===== src/rtl/dio_loader.sv =====
// Copies a finished SPI download from the data_io buffer into Apple II target memory.
// Latency: RD_LAT+2 clocks per byte plus target wait cycles; done pulses one clock after the last write.
// Backpressure: tgt_req/tgt_addr/tgt_data hold until tgt_ack; a new download aborts the copy.
module dio_loader #(
    parameter logic [15:0] DEST_BASE = 16'h0000,
    parameter logic [15:0] MAX_LEN   = 16'hC000,
    parameter int          RD_LAT    = 1
) (
    input  logic        clk,
    input  logic        reset,
    input  logic        downloading,
    input  logic [15:0] size,
    output logic [15:0] ram_a,
    output logic        ram_we,
    input  logic [7:0]  ram_dout,
    output logic [15:0] tgt_addr,
    output logic [7:0]  tgt_data,
    output logic        tgt_req,
    input  logic        tgt_ack,
    output logic        busy,
    output logic        done
);

    typedef enum logic [2:0] {
        S_IDLE,
        S_ARM,
        S_LATCH,
        S_RD,
        S_CAP,
        S_WR,
        S_DONE
    } state_t;

    localparam logic [1:0] RD_LAST = 2'(RD_LAT - 1);

    state_t      state;
    logic        dl_m;
    logic        dl_s;
    logic        dl_q;
    logic        dl_rise;
    logic        dl_fall;
    logic [15:0] index;
    logic [15:0] len;
    logic [15:0] index_nxt;
    logic [15:0] len_new;
    logic [1:0]  rd_cnt;

    assign dl_rise   = dl_s & ~dl_q;
    assign dl_fall   = ~dl_s & dl_q;
    assign index_nxt = index + 16'd1;
    assign len_new   = (size > MAX_LEN) ? MAX_LEN : size;
    assign ram_we    = 1'b0;

    // downloading comes from the SPI clock domain
    always_ff @(posedge clk or posedge reset) begin
        if (reset) begin
            dl_m <= 1'b0;
            dl_s <= 1'b0;
            dl_q <= 1'b0;
        end else begin
            dl_m <= downloading;
            dl_s <= dl_m;
            dl_q <= dl_s;
        end
    end

    always_ff @(posedge clk or posedge reset) begin
        if (reset) begin
            state    <= S_IDLE;
            ram_a    <= 16'h0000;
            tgt_addr <= 16'h0000;
            tgt_data <= 8'h00;
            tgt_req  <= 1'b0;
            busy     <= 1'b0;
            done     <= 1'b0;
            index    <= 16'h0000;
            len      <= 16'h0000;
            rd_cnt   <= 2'd0;
        end else begin
            done <= 1'b0;
            case (state)
                S_IDLE: begin
                    if (dl_rise) begin
                        state <= S_ARM;
                        busy  <= 1'b1;
                    end
                end
                S_ARM: begin
                    if (dl_fall) begin
                        state <= S_LATCH;
                    end
                end
                S_LATCH: begin
                    if (dl_rise) begin
                        state <= S_ARM;
                    end else begin
                        len    <= len_new;
                        index  <= 16'h0000;
                        ram_a  <= 16'h0000;
                        rd_cnt <= 2'd0;
                        if (len_new == 16'h0000) begin
                            state <= S_DONE;
                            done  <= 1'b1;
                            busy  <= 1'b0;
                        end else begin
                            state <= S_RD;
                        end
                    end
                end
                S_RD: begin
                    if (dl_rise) begin
                        state <= S_ARM;
                    end else begin
                        ram_a <= index;
                        if (rd_cnt == RD_LAST) begin
                            state <= S_CAP;
                        end else begin
                            rd_cnt <= rd_cnt + 2'd1;
                        end
                    end
                end
                S_CAP: begin
                    // ram_dout is valid in this cycle for the address issued on RD entry
                    if (dl_rise) begin
                        state <= S_ARM;
                    end else begin
                        tgt_data <= ram_dout;
                        tgt_addr <= DEST_BASE + index;
                        tgt_req  <= 1'b1;
                        state    <= S_WR;
                    end
                end
                S_WR: begin
                    if (dl_rise) begin
                        tgt_req <= 1'b0;
                        state   <= S_ARM;
                    end else if (tgt_ack) begin
                        tgt_req <= 1'b0;
                        index   <= index_nxt;
                        if (index_nxt == len) begin
                            state <= S_DONE;
                            done  <= 1'b1;
                            busy  <= 1'b0;
                        end else begin
                            state  <= S_RD;
                            ram_a  <= index_nxt;
                            rd_cnt <= 2'd0;
                        end
                    end
                end
                S_DONE: begin
                    if (dl_rise) begin
                        state <= S_ARM;
                        busy  <= 1'b1;
                    end else begin
                        state <= S_IDLE;
                    end
                end
                default: begin
                    state <= S_IDLE;
                end
            endcase
        end
    end

endmodule


===== config.mk =====
export PLATFORM = sky130hd
export DESIGN_NAME = dio_loader
export DESIGN_NICKNAME = d
export VERILOG_FILES = /design/src/rtl/dio_loader.sv
export SDC_FILE = /design/constraint.sdc
export NUM_CORES = 1
export LEC_CHECK = 0
export ABC_AREA = 0
export CAP_MARGIN = 25
export CORE_MARGIN = 5
export CORE_UTILIZATION = 60
export CTS_BUF_LIST = sky130_fd_sc_hd__clkbuf_8
export DETAILED_ROUTE_END_ITERATION = 7
export DONT_BUFFER_PORTS = 1
export GPL_ROUTABILITY_DRIVEN = 0
export HOLD_SLACK_MARGIN = 0.1
export PLACE_DENSITY = 0.76
export SYNTH_ARGS = -nofsm -noshare
export SYNTH_HDL_FRONTEND = slang
export SYNTH_SLANG_ARGS = --single-unit

===== constraint.sdc =====
create_clock -name clk -period 3.5 [get_ports clk]
set_clock_uncertainty 0.2 [all_clocks]
set_input_delay 0.7 -clock clk [delete_from_list [all_inputs] [get_ports clk]]
set_output_delay 0.7 -clock clk [all_outputs]
set_load 0.01 [all_outputs]

* Word-level counts from Yosys, hierarchy flattened
Cells that the tools add are included.
** Cells by class
- Equality and inequality tests :: 21
- Div/mod/pow operators :: 0
- Shifts and indexed selects :: 0
- Reductions and logical operators :: 16
- Magnitude comparators :: 1
- $mul :: 0
- Bitwise gates (word level) :: 5
- Add/subtract/negate cells :: 2
- Multiplexer cells :: 46
** Operators by type and width (count)
- $mux 16 :: 8
- $pmux 16 s3 :: 1
- $pmux 16 s2 :: 1
- $mux 3 :: 10
- $ne 2x2->1 const B :: 11
- $pmux 3 s7 :: 1
- $add 16x1->16 const B :: 1
- $eq 16x16->1 :: 1
- $gt 16x16->1 const B :: 1
- $logic_not 16->1 :: 1
- $mux 1 :: 15
- $reduce_and 7->1 :: 2
- $mux 2 :: 6
- $eq 3x3->1 const B :: 3
- $reduce_and 4->1 :: 2
- $eq 3x2->1 const B :: 2
- $ne 3x3->1 const B :: 2
- $pmux 2 s3 :: 1
- $reduce_and 6->1 :: 1
- $reduce_bool 3->1 :: 2
- $pmux 1 s2 :: 2
- $reduce_and 2->1 :: 2
- $reduce_bool 2->1 :: 2
- $eq 3x1->1 const B :: 1
- 9 further kinds :: 12
** Storage, ports and cells
- Memories :: 0
- Word-level logic and storage cells :: 104
- Flip-flop bits (word level) :: 83
- Memory bits (writable) :: 0
- Input bits :: 28
- Output and inout port bits :: 44
- ROM bits :: 0
- Latch bits :: 0

* Depth between registers and ports, before layout
Gate-level depths: netlist of the first run.
- Depth after elaboration :: 6
- Depth in mapped cells :: 10
- Mapped depth without buffers :: 8

* Least setup slack after synthesis of the first run
OpenSTA, ideal clock, no wires.
- Path type :: register to register
- Start :: reg index[1]
- End :: reg ram_a[0]
- Data arrival time :: 2.434 ns
- Cell stages (with the launch flop) :: 11
- Path buffers :: 2
- Library setup time :: 0.125 ns
- Data required time :: 3.175 ns
- Setup slack :: 0.741 ns
- Clock period less this slack :: 2.759 ns
- Cell sequence :: dfrtp_1 -> ha_1 -> and3_1 -> buf_2 -> or3_1 -> a31oi_1 -> o22ai_1 -> nor4_4 -> o22ai_4 -> buf_6 -> mux2_4
** On the way
- Longest elaborated chain between the ends :: 4
** RTL lines
- start: declaration :: RTL line 42 : logic [15:0] index;
- start signal: assignment :: RTL line 139 : index <= index_nxt;
- $add 16x1->16 :: RTL line 50 : assign index_nxt = index + 16'd1;
- $eq 16x16->1 :: RTL line 140 : if (index_nxt == len) begin
- $ne 2x2->1 (no line)
- $reduce_and 6->1 (no line)
- end signal: assignment :: RTL line 114 : ram_a <= index;
- end signal: assignment :: RTL line 146 : ram_a <= index_nxt;
- end: declaration :: RTL line 13 : output logic [15:0] ram_a,
No other way between the ends.
A chain may end at the register's enable or synchronous reset.

* Worst setup path after layout of the first run
- Start :: reg index[0]
- End :: reg ram_a[15]
** On the way
- Longest elaborated chain between the ends :: 5
- Elaborated cells between the ends (all ways) :: 8
- Classes of those cells :: 1 x add/sub; 2 x eq/ne; 4 x mux; 1 x reduce/logical
** RTL lines (RTL line)
- $add 16x1->16 * :: 50
- parallel branches: the longest is 4 deep, another holds $eq 16x16->1
Every way passes the cells marked *. The select of a mux whose other input is x is not followed.

==> metrics.txt, run 1 <==
critical-path maximum fanout 16; final instance area 4780 um^2; Hold Fails Final Rpt 0; antenna violations before repair 1; FF+latch count, synth 83; Bufs on Longest Clock Path 2; Initial Utilization 61.3%; Syn. warnings 0; Post-synth EDFFs 0; CTS buffer count 9; Clock Latency Late Sink 360 ps; setup slack at placement 183 ps; synthesis-to-finish area growth 8.09%; first-pass GRT wire length 16700 um; Seq/Total Area, Yosys 47.0%; Yosys top cell by area dfrtp_1; post-synth top area share 47.0%; LEAKAGE 2.04 nW; drt first pass iters 5; crit end category flip-flop; # IOs 72; ANT cells 0; via count of the first global-routing pass 3181; layout cells sized above 1 18.6%; PD cells 621 nW/um^2; Mapped Area 4420 um^2; Final Setup Violations 0; Netlist cell types 53; Core Region 7210 um^2; Syn Nets 461; Std-Cell Rows 31; Routed Antenna Nets 0; status completed; Peak Freq 305 MHz; Worst EP arrival 3330 ps; # nets final 456; Worst EP required 3550 ps; Tcrit/Tclk final 93.8%; largest net degree at the start of global routing 47; CP startpoint index[0]$_DFFE_PP0P_; ys async rst share 100%; setup_tns 0 ps; worst hold-check path type input port to asynchronous set/reset pin; DR vias 3343; CTS tree built; die footprint 9190 um^2; 1st-iter DRT viols 406; port bufs 0; Crit Path Category flip-flop to flip-flop; minimum clock period 3280 ps; Clock transition at path regs 90 ps; Slew @ Worst Pin 817 ps; vias per cell 6.31; Die X 95.8 um; Max Transition Viols Final 0; CTS Sinks 83; max-cap viol count 0; H-tree levels 3; Total GRT Usage 23.8%; Worst slew margin 45.5%; fin worst setup slack 216 ps; RSZ-0062 raised after global routing no; r2r startpoint index[0]$_DFFE_PP0P_; Post-Route WL 9890 um; Die H 95.8 um; Layout fillers 581; total gr overflow 0; Area contributors post-synth dfrtp_1 47%, mux2_2 8.1%, o31ai_1 4.6%, o21ai_0 4.3%, nand2_1 4.2%; startpoint types flip-flop; drt drc 0; Mapped Cells 431; Post-CTS Resized 0; DPL Wire Length 7040 um; Mean Syn Cell Area 10.3 um^2; worst vdd ir 0.456 mV; Post-DP Area 4520 um^2; Root Driver clkbuf_8; final total power 2.97 mW; Post-synth top flop dfrtp_1; WL/cell 18.7 um; Final Util 66.3%
[synth_stat cells (2+ instances only)]
master	instances
o21ai_0	38
mux2_2	32
o221ai_1	2
inv_1	6
xnor2_1	9
ha_1	2
a22o_1	14
mux2_4	10
nand2_1	50
xor2_1	9
nor3_1	7
and4_1	6
nand2b_1	3
o22ai_1	3
and3_1	4
buf_4	3
nor2_1	23
clkbuf_1	21
nand3_1	14
nand4_1	8
nor2b_1	4
or3_1	2
buf_2	6
dfrtp_1	83
xnor3_1	2
a21oi_1	8
a31oi_1	5
o31ai_1	27
nor4_1	6
[cell usage in the layout (no fill, tap or decap), types with 3 or more instances in the layout]
master     n
a21oi_1    8
a22o_1    14
a31oi_1    5
and3_1     4
and4_1     6
buf_4     13
clkbuf_8  10
dfrtp_1   83
inv_1      5
mux2_2    32
mux2_4    10
nand2_1   50
nand2b_1   3
nand3_1   14
nand4_1    8
nor2_1    23
nor2b_1    4
nor3_1     6
nor4_1     6
o21ai_0   38
o22ai_1    3
o31ai_1   27
xnor2_1    9
xor2_1     9
[cells by family (layout without fill, tap and decap cells)]
| group | Yosys count | in the layout | synth area share [%] |
|---|---|---|---|
| AND/OR/NAND/NOR | 137 | 137 | 15.9 |
| adder cells (fa/ha/maj) | 2 | 2 | 0.566 |
| XOR/XNOR | 20 | 20 | 4.58 |
| multiplexers | 43 | 43 | 11.8 |
| other | 1 | 1 | 0.0848 |
| AO/OA/AOI/OAI | 107 | 107 | 16.3 |
| flip-flops | 83 | 83 | 47.0 |
| buffers and inverters | 38 | 38 | 3.82 |
[routing by layer]
metal / global-route usage [%] / vias to the layer above / wire length [um]
met4: 7.82 / 2 / 192
li1: - / 1563 / -
met2: 33.4 / 141 / 4360
met1: 36.1 / 1614 / 4520
met3: 5.86 / 23 / 816
met5: 0 / - / 13
[worst max-delay path: stages (launching register included)]
cell     delay (ps)
dfrtp_1         530
ha_1            320
and3_1          360
nand2_1         160
nor4b_1         400
o22ai_1         170
nor4_4          260
buf_4           200
o22ai_4          90
buf_12          170
mux2_4          300
[final timing paths]
| kind | end | slack [ps] | cells after the start |
|---|---|---|---|
| setup / recovery | ram_a[15]$_DFFE_PP0P_ | 220 | 10 |
| hold reg to reg | dl_s$_DFF_PP0_ | 160 | 0 |
| hold / removal | tgt_data[1]$_DFFE_PP0P_ | 150 | 1 |
| max in group asynchronous | len[6]$_DFFE_PP0P_ | 2280 | 2 |
| min in group clk | dl_s$_DFF_PP0_ | 160 | 0 |
| setup reg to reg | ram_a[15]$_DFFE_PP0P_ | 220 | 10 |
[sequential cells by signal (all words and copies together), names as in the netlist]
name      flops
index        16
tgt_data      8
ram_a        16
dl_q          1
dl_s          1
tgt_addr     16
dl_m          1
len          16
busy          1
tgt_req       1
state         3
done          1
rd_cnt        2
[report_power, final]
group | internal (mW) | switching, mW | leakage [nW]
combinational | 0.441 | 0.412 | 0.839
sequential | 1.16 | 0.238 | 1.11
clock | 0.355 | 0.365 | 0.0995
total | 1.95 | 1.02 | 2.04
[stage by stage]
stage / std cells / hold WS [ps]
after detailed placement: 511 / 140
after floorplan: 431 / 131
after global routing: 530 / 132
after CTS: 527 / 150
after global placement: 511 / 132
final: 530 / 155
[area by class of cell]
class | count | area (um^2) | share of cell area [%]
Sequential cell | 83 | 2080 | 43.5
Timing Repair Buffer | 16 | 165 | 3.46
Inverter | 6 | 23.8 | 0.497
Clock inverter | 6 | 71.3 | 1.49
Clock buffer | 10 | 138 | 2.88
Tap cell | 99 | 124 | 2.59
Multi-Input combinational cell | 310 | 2180 | 45.6
[timing repair]
item | 4_1_cts | 5_1_grt
buffers inserted | 0 | 2
endpoints found under the setup margin | 0 | 16
hold buffers | 0 | 0
(Power assumes the default switching activity.)
==> inputs of run 2 (changes only) <==
- ABC_AREA: 0 -> 1
- CORE_UTILIZATION: 60 -> 29
- PLACE_DENSITY: 0.76 -> not set
==> run 2 against run 1 <==
- power is 1.6% higher
- global-route usage is 10 points lower
- largest power group unchanged
- worst setup slack better by 350 ps
==> metrics.txt, run 2 <==
Slew @ Worst Pin 733 ps (-84.0 ps); Final Setup Violations 0 (unchanged); Layout fillers 1573 (+170%); critical-path maximum fanout 20 (+4); Die H 133 um (+38%); Yosys top cell by area dfrtp_1; most frequent cells after synthesis 203 x nand2_1, 83 x dfrtp_1, 62 x o21ai_0; layout cells sized above 1 5.94% (-13 points); Peak Freq 341 MHz (+12%); Hold Fails Final Rpt 0 (unchanged); Total GRT Usage 13.7% (-10 points); slowest CP cell dfrtp_1; CTS tree built; worst setup path endpoint ram_a[15]$_DFFE_PP0P_; largest net degree at the start of global routing 55 (+17%); ANT cells 0 (unchanged); Clock Latency Late Sink 380 ps (+20 ps); synthesis-to-finish area growth 9.88%; Clock transition at path regs 90 ps (about the same); via count of the first global-routing pass 3581 (+13%); r2r startpoint index[0]$_DFFE_PP0P_; drt drc 0 (unchanged); CTS Sinks 83 (unchanged); worst hold-check path type input port to flip-flop; Post-Route WL 11900 um (+20%); setup_tns 0 ps (unchanged); count leader, synth nand2_1; mux contribution to synthesized area 0% (-12 points); Netlist cell types 33 (-38%); Synth Area in Simple Gates 34.1% (+18 points); Root Driver clkbuf_8; 1st-iter DRT viols 307 (-24%); Worst slew margin 51.0% (+5.5 points); Tcrit/Tclk final 83.8% (-10 points); complex-gate fraction of the synthesized area 8.82% (-7.5 points); post-synth top area share 47.7% (+0.72 points); CTS buffer count 9 (unchanged); first-pass GRT wire length 19600 um (+17%); Post-synth top flop dfrtp_1; minimum clock period 2930 ps (-349 ps); Mapped Cells 587 (+36%); WL/cell 15.3 um (-18%); Post-DP Area 4520 um^2 (+0.19%); status completed; commonest non-fill, non-tap cell in the layout nand2_1; Core Region 14600 um^2 (+100%); RSZ-0062 raised after global routing no; multi-input logic area 1950 um^2 (-11%); R2R depth 15 (+5); Worst EP arrival 3060 ps (-270 ps); startpoint types flip-flop; HP Start downloading; vias per cell 4.91 (-22%); CP Buf/Inv Count 0 (-2); critical path's top delay family simple AND/OR/NAND/NOR gates; Bufs on Longest Clock Path 2 (unchanged); die footprint 17600 um^2 (+91%); ys async rst share 100% (unchanged); reg2reg end ram_a[15]$_DFFE_PP0P_; setup slack, reg-to-reg 570 ps (+350 ps); Die X 133 um (+38%); post-synthesis adder-cell area fraction 0.575% (+0.0086 points); # nets final 614 (+35%); H-tree levels 3 (unchanged); antenna violations before repair 0 (-1); critical path's most frequent cell nand2_1; critical path depth 15 (+5); Area contributors post-synth dfrtp_1 48%, nand2_1 17%, o21ai_0 7.1%, nand3_1 6.5%, inv_1 4.8%; port bufs 0 (unchanged); Syn. warnings 0 (unchanged); total gr overflow 0 (unchanged); Mean Syn Cell Area 7.42 um^2 (-28%); postcts setup bufs 0 (unchanged); Max Transition Viols Final 0 (unchanged); CP startpoint index[0]$_DFFE_PP0P_; PD cells 631 nW/um^2 (+1.5%); Post-synth EDFFs 0 (unchanged); Crit Path Category flip-flop to flip-flop; XOR/XNOR share of the synthesized area 1.12% (-3.5 points); FF+latch count, synth 83 (unchanged); Std-Cell Rows 44 (+42%); most frequent cells in the layout 203 x nand2_1, 83 x dfrtp_1, 62 x o21ai_0; Post-CTS Resized 0 (unchanged); # IOs 72 (unchanged); final instance area 4790 um^2 (+0.13%); Sequential Area 2080 um^2 (unchanged); DPL Wire Length 8910 um (+27%); CP Cell Sequence ha_1 -> nand2_1 -> nor2_4 -> nand2_1 -> nand2_1 -> nand2_1 -> nand2_1 -> nand2_1 -> nor2_1 -> nand3_1 -> nor2_2 -> nand3_2 -> nand3_2 -> nand2_1 -> nand2_1; LEAKAGE 2.24 nW (+9.5%); Worst EP required 3620 ps (+70 ps); DR vias 3792 (+13%); Initial Utilization 29.7% (-32 points); Mapped Area 4360 um^2 (-1.5%); largest family of logic cells by synthesized area simple AND/OR/NAND/NOR gates; drt first pass iters 5 (unchanged); Crit path largest cell delay 450 ps (-80 ps); Seq/Total Area, Yosys 47.7% (+0.72 points); Syn Nets 617 (+34%); max-cap viol count 0 (unchanged); crit end category flip-flop; worst vdd ir 0.180 mV (-61%); Routed Antenna Nets 0 (unchanged)
-- run 2: changes by cell type after synthesis, moves of 8 or more --
cell	before	now
inv_1	6	56
o31ai_1	27	0
nand4_1	8	25
xnor2_1	9	1
nand3_1	14	57
a22o_1	14	0
nand2_1	50	203
o21ai_0	38	62
mux2_2	32	0
mux2_4	10	0
nor2_1	23	38
clkbuf_1	21	12
-- run 2: cells by family after synthesis --
family / Yosys count
compound gates: 75
xor+xnor: 4
fa+ha+maj: 2
buf+inv: 80
flops: 83
other cells: 1
simple gates: 342
-- run 2: layout make-up --
class | count | area share, %
Sequential cell | 83 | 43.4
Multi-Input combinational cell | 424 | 40.7
Tap cell | 184 | 4.81
Inverter | 60 | 4.73
Clock buffer | 9 | 2.59
Clock inverter | 7 | 2.09
Timing Repair Buffer | 6 | 1.67
-- run 2: worst reg2reg max path: cells and delay by family, from the launching register on --
kind                     cells  cell delay [ps]
adder cells (fa/ha/maj)      1              230
AND/OR/NAND/NOR             14             1990
flip-flops                   1              450
-- run 2: worst min-delay path by stage --
stage,depth (start not counted),end,slack [ps]
after global routing,0,dl_m$_DFF_PP0_,120
after floorplan,0,dl_s$_DFF_PP0_,130
after detailed placement,0,dl_s$_DFF_PP0_,140
after CTS,0,dl_m$_DFF_PP0_,130
after global placement,0,dl_s$_DFF_PP0_,140
final,0,dl_m$_DFF_PP0_,140
-- run 2: through the flow --
step	cells	util, %	total power, mW	hold slack [ps]	setup slack (ps)
after floorplan	587	-	2.02	131	463
after global placement	755	30.9	2.22	135	718
after detailed placement	755	30.9	2.24	138	615
after CTS	771	32.4	3.04	131	586
after global routing	773	32.7	3.25	124	163
final	773	32.7	3.02	143	565
-- run 2: power breakdown --
| group | switching (mW) | internal (mW) |
|---|---|---|
| registers | 0.204 | 1.17 |
| clock network | 0.394 | 0.406 |
| logic | 0.567 | 0.278 |
-- run 2: what timing repair did --
action,CTS,global route
endpoints found under the hold margin,0,5
hold buffers,0,1
setup endpoints to repair,0,0
-- run 2: routing by layer --
| layer | up-vias | track usage [%] | wire (um) |
|---|---|---|---|
| li1 | 1900 | - | - |
| met4 | 0 | 5.31 | 221 |
| met1 | 1742 | 19.8 | 5720 |
| met3 | 15 | 4.37 | 1100 |
| met5 | - | 0 | 0 |
| met2 | 135 | 18.8 | 4820 |
==> inputs of run 3 (changes only) <==
- clock period: 3.5 -> 2.75 ns (I/O delays scaled with it)
==> run 3 against run 2 <==
- register-to-register slack worse by 290 ps
- critical path depth is 1 higher
- clock-buffer cell count stayed put
- hold slack worse by 25 ps
- non-clock buffer count is 15 higher
- flip-flop and latch count stayed put
- power is 27% higher
- worst setup slack worse by 290 ps
- critical path type unchanged
- critical endpoint is now rd_cnt[1]$_DFFE_PP0P_
==> metrics.txt, run 3 (synthesized netlist as in run 2, its figures left out) <==
status completed; startpoint types flip-flop; Final Setup Violations 0 (unchanged); Initial Utilization 29.7% (unchanged); PD cells 783 nW/um^2 (+24%); die footprint 17600 um^2 (unchanged); ANT cells 0 (unchanged); DPL Wire Length 8930 um (+0.17%); largest net degree at the start of global routing 68 (+24%); commonest non-fill, non-tap cell in the layout nand2_1; Worst slew margin 66.3% (+15 points); CTS tree built; port bufs 0 (unchanged); vias per cell 4.78 (-2.6%); clock network power share 24.8% (-1.7 points); CTS Sinks 83 (unchanged); synthesis-to-finish area growth 12.6%; worst vdd ir 0.276 mV (+54%); Hold Path End len[13]$_DFFE_PP0P_; multi-input logic area 1960 um^2 (+0.39%); setup_tns 0 ps (unchanged); CTS buffer count 9 (unchanged); max-cap viol count 0 (unchanged); WL/cell 14.9 um (-2.9%); Hold Fails Final Rpt 0 (unchanged); reg2reg end rd_cnt[1]$_DFFE_PP0P_; setup slack at placement 219 ps (-396 ps); setup slack, reg-to-reg 280 ps (-290 ps); Sequential Area 2080 um^2 (about the same); total gr overflow 0 (unchanged); Post-DP Area 4560 um^2 (+0.88%); antenna violations before repair 0 (unchanged); R2R depth 16 (+1); Slew @ Worst Pin 505 ps (-228 ps); via count of the first global-routing pass 3590 (+0.25%); Peak Freq 405 MHz (+19%); Post-Route WL 11700 um (-1.1%); # nets final 629 (+2.4%); Worst EP required 2860 ps (-760 ps); Crit Path Category flip-flop to flip-flop; LEAKAGE 2.30 nW (+2.8%); Root Driver clkbuf_8; Hold Path Stages 2 (+2); sequential power share 45.4% (about the same); first-pass GRT wire length 19600 um (+0.25%); drt drc 0 (unchanged); final instance area 4900 um^2 (+2.4%); RSZ-0062 raised after global routing no; Bufs on Longest Clock Path 2 (unchanged); Int Pwr 2.39 mW (+29%); # IOs 72 (unchanged); final total power 3.84 mW (+27%); crit end category flip-flop; Std-Cell Rows 44 (unchanged); H-tree levels 3 (unchanged); Comb power frac 29.8% (+1.8 points); Routed Antenna Nets 0 (unchanged); DR vias 3764 (-0.74%); Max Transition Viols Final 0 (unchanged); most frequent cells in the layout 203 x nand2_1, 82 x dfrtp_1, 62 x o21ai_0; r2r startpoint index[1]$_DFFE_PP0P_; minimum clock period 2470 ps (-463 ps); Die H 133 um (unchanged); sw frac 37.8% (-0.76 points); Tcrit/Tclk final 89.9% (+6.0 points); Clock Latency Late Sink 370 ps (about the same); fin worst setup slack 278 ps (-287 ps); Layout fillers 1573 (unchanged); Worst EP arrival 2580 ps (-480 ps); Final Util 33.5% (+0.79 points); Die X 133 um (unchanged); Core Region 14600 um^2 (unchanged); Clock transition at path regs 90 ps (about the same); 1st-iter DRT viols 245 (-20%); critical-path maximum fanout 19 (-5.0%); HP Start size[13]; Switching Power 1.45 mW (+25%); drt first pass iters 4 (-1); worst hold-check path type input port to flip-flop; Total GRT Usage 13.7% (+0.023 points); layout cells sized above 1 6.46% (+0.51 points)
## run 3: cell count changes in the layout (fill, tap and decap cells not counted), moves of 2 or more
cell	change
buf_4	+6
inv_1	+3
inv_6	-2
dlygate4sd3_1	+9
## run 3: how the worst max path moves through the flow
stage / from / slack, ps / depth (start not counted) / end
after floorplan: index[0]$_DFFE_PP0P_ / 500 / 16 / ram_a[0]$_DFFE_PP0P_
after global placement: index[0]$_DFFE_PP0P_ / 270 / 15 / ram_a[0]$_DFFE_PP0P_
after detailed placement: index[0]$_DFFE_PP0P_ / 220 / 15 / ram_a[1]$_DFFE_PP0P_
after CTS: index[0]$_DFFE_PP0P_ / 200 / 15 / ram_a[1]$_DFFE_PP0P_
after global routing: index[1]$_DFFE_PP0P_ / 30 / 16 / rd_cnt[1]$_DFFE_PP0P_
final: index[1]$_DFFE_PP0P_ / 280 / 16 / rd_cnt[1]$_DFFE_PP0P_
## run 3: per-layer routing
metal  routed length [um]  track usage, %  vias to the layer above
met3                  961            3.80                       11
met1                 5750            19.9                     1712
met4                  175            4.68                        0
met2                 4850            19.6                      111
li1                     -               -                     1930
met5                    0               0                        -
## run 3: cell type report
cell class	instances	area share, %
Clock buffer	9	2.53
Clock inverter	7	1.76
Inverter	60	4.67
Multi-Input combinational cell	424	39.9
Sequential cell	83	42.4
Tap cell	184	4.70
Timing Repair Buffer	21	4.06
## run 3: through the flow
| stage | std cells | hold WS (ps) |
|---|---|---|
| after detailed placement | 760 | 157 |
| after global placement | 760 | 132 |
| after CTS | 786 | 106 |
| after floorplan | 587 | 131 |
| final | 788 | 118 |
| after global routing | 788 | 121 |
## run 3: power by group through the flow
stage | clock network, mW | logic (mW) | registers (mW)
final | 0.951 | 1.14 | 1.74
after global routing | 1.03 | 1.33 | 1.78
after CTS | 0.984 | 1.13 | 1.75
after detailed placement | 0 | 1.11 | 1.77
after global placement | 0 | 1.10 | 1.77
after floorplan | 0 | 0.861 | 1.70
## run 3: repair_timing
item | in CTS | in global routing
setup buffers | 0 | 2
endpoints found under the setup margin | 0 | 18
hold buffers | 10 | 0
endpoints found under the hold margin | 25 | 0
gates resized for setup | 0 | 3
## run 3: worst max-delay path, cell delays in order, from the launching register on
cell,delay (ps)
dfrtp_1,380
ha_1,220
nand2_1,110
nor2_4,220
nand2_1,70
nand2_1,130
nand2_1,60
nand2_1,80
nand2_1,50
nor2_1,110
nand2_1,80
nor2_2,150
nand3_2,140
buf_6,200
nand3_1,100
nand2_1,60
nand2_1,50
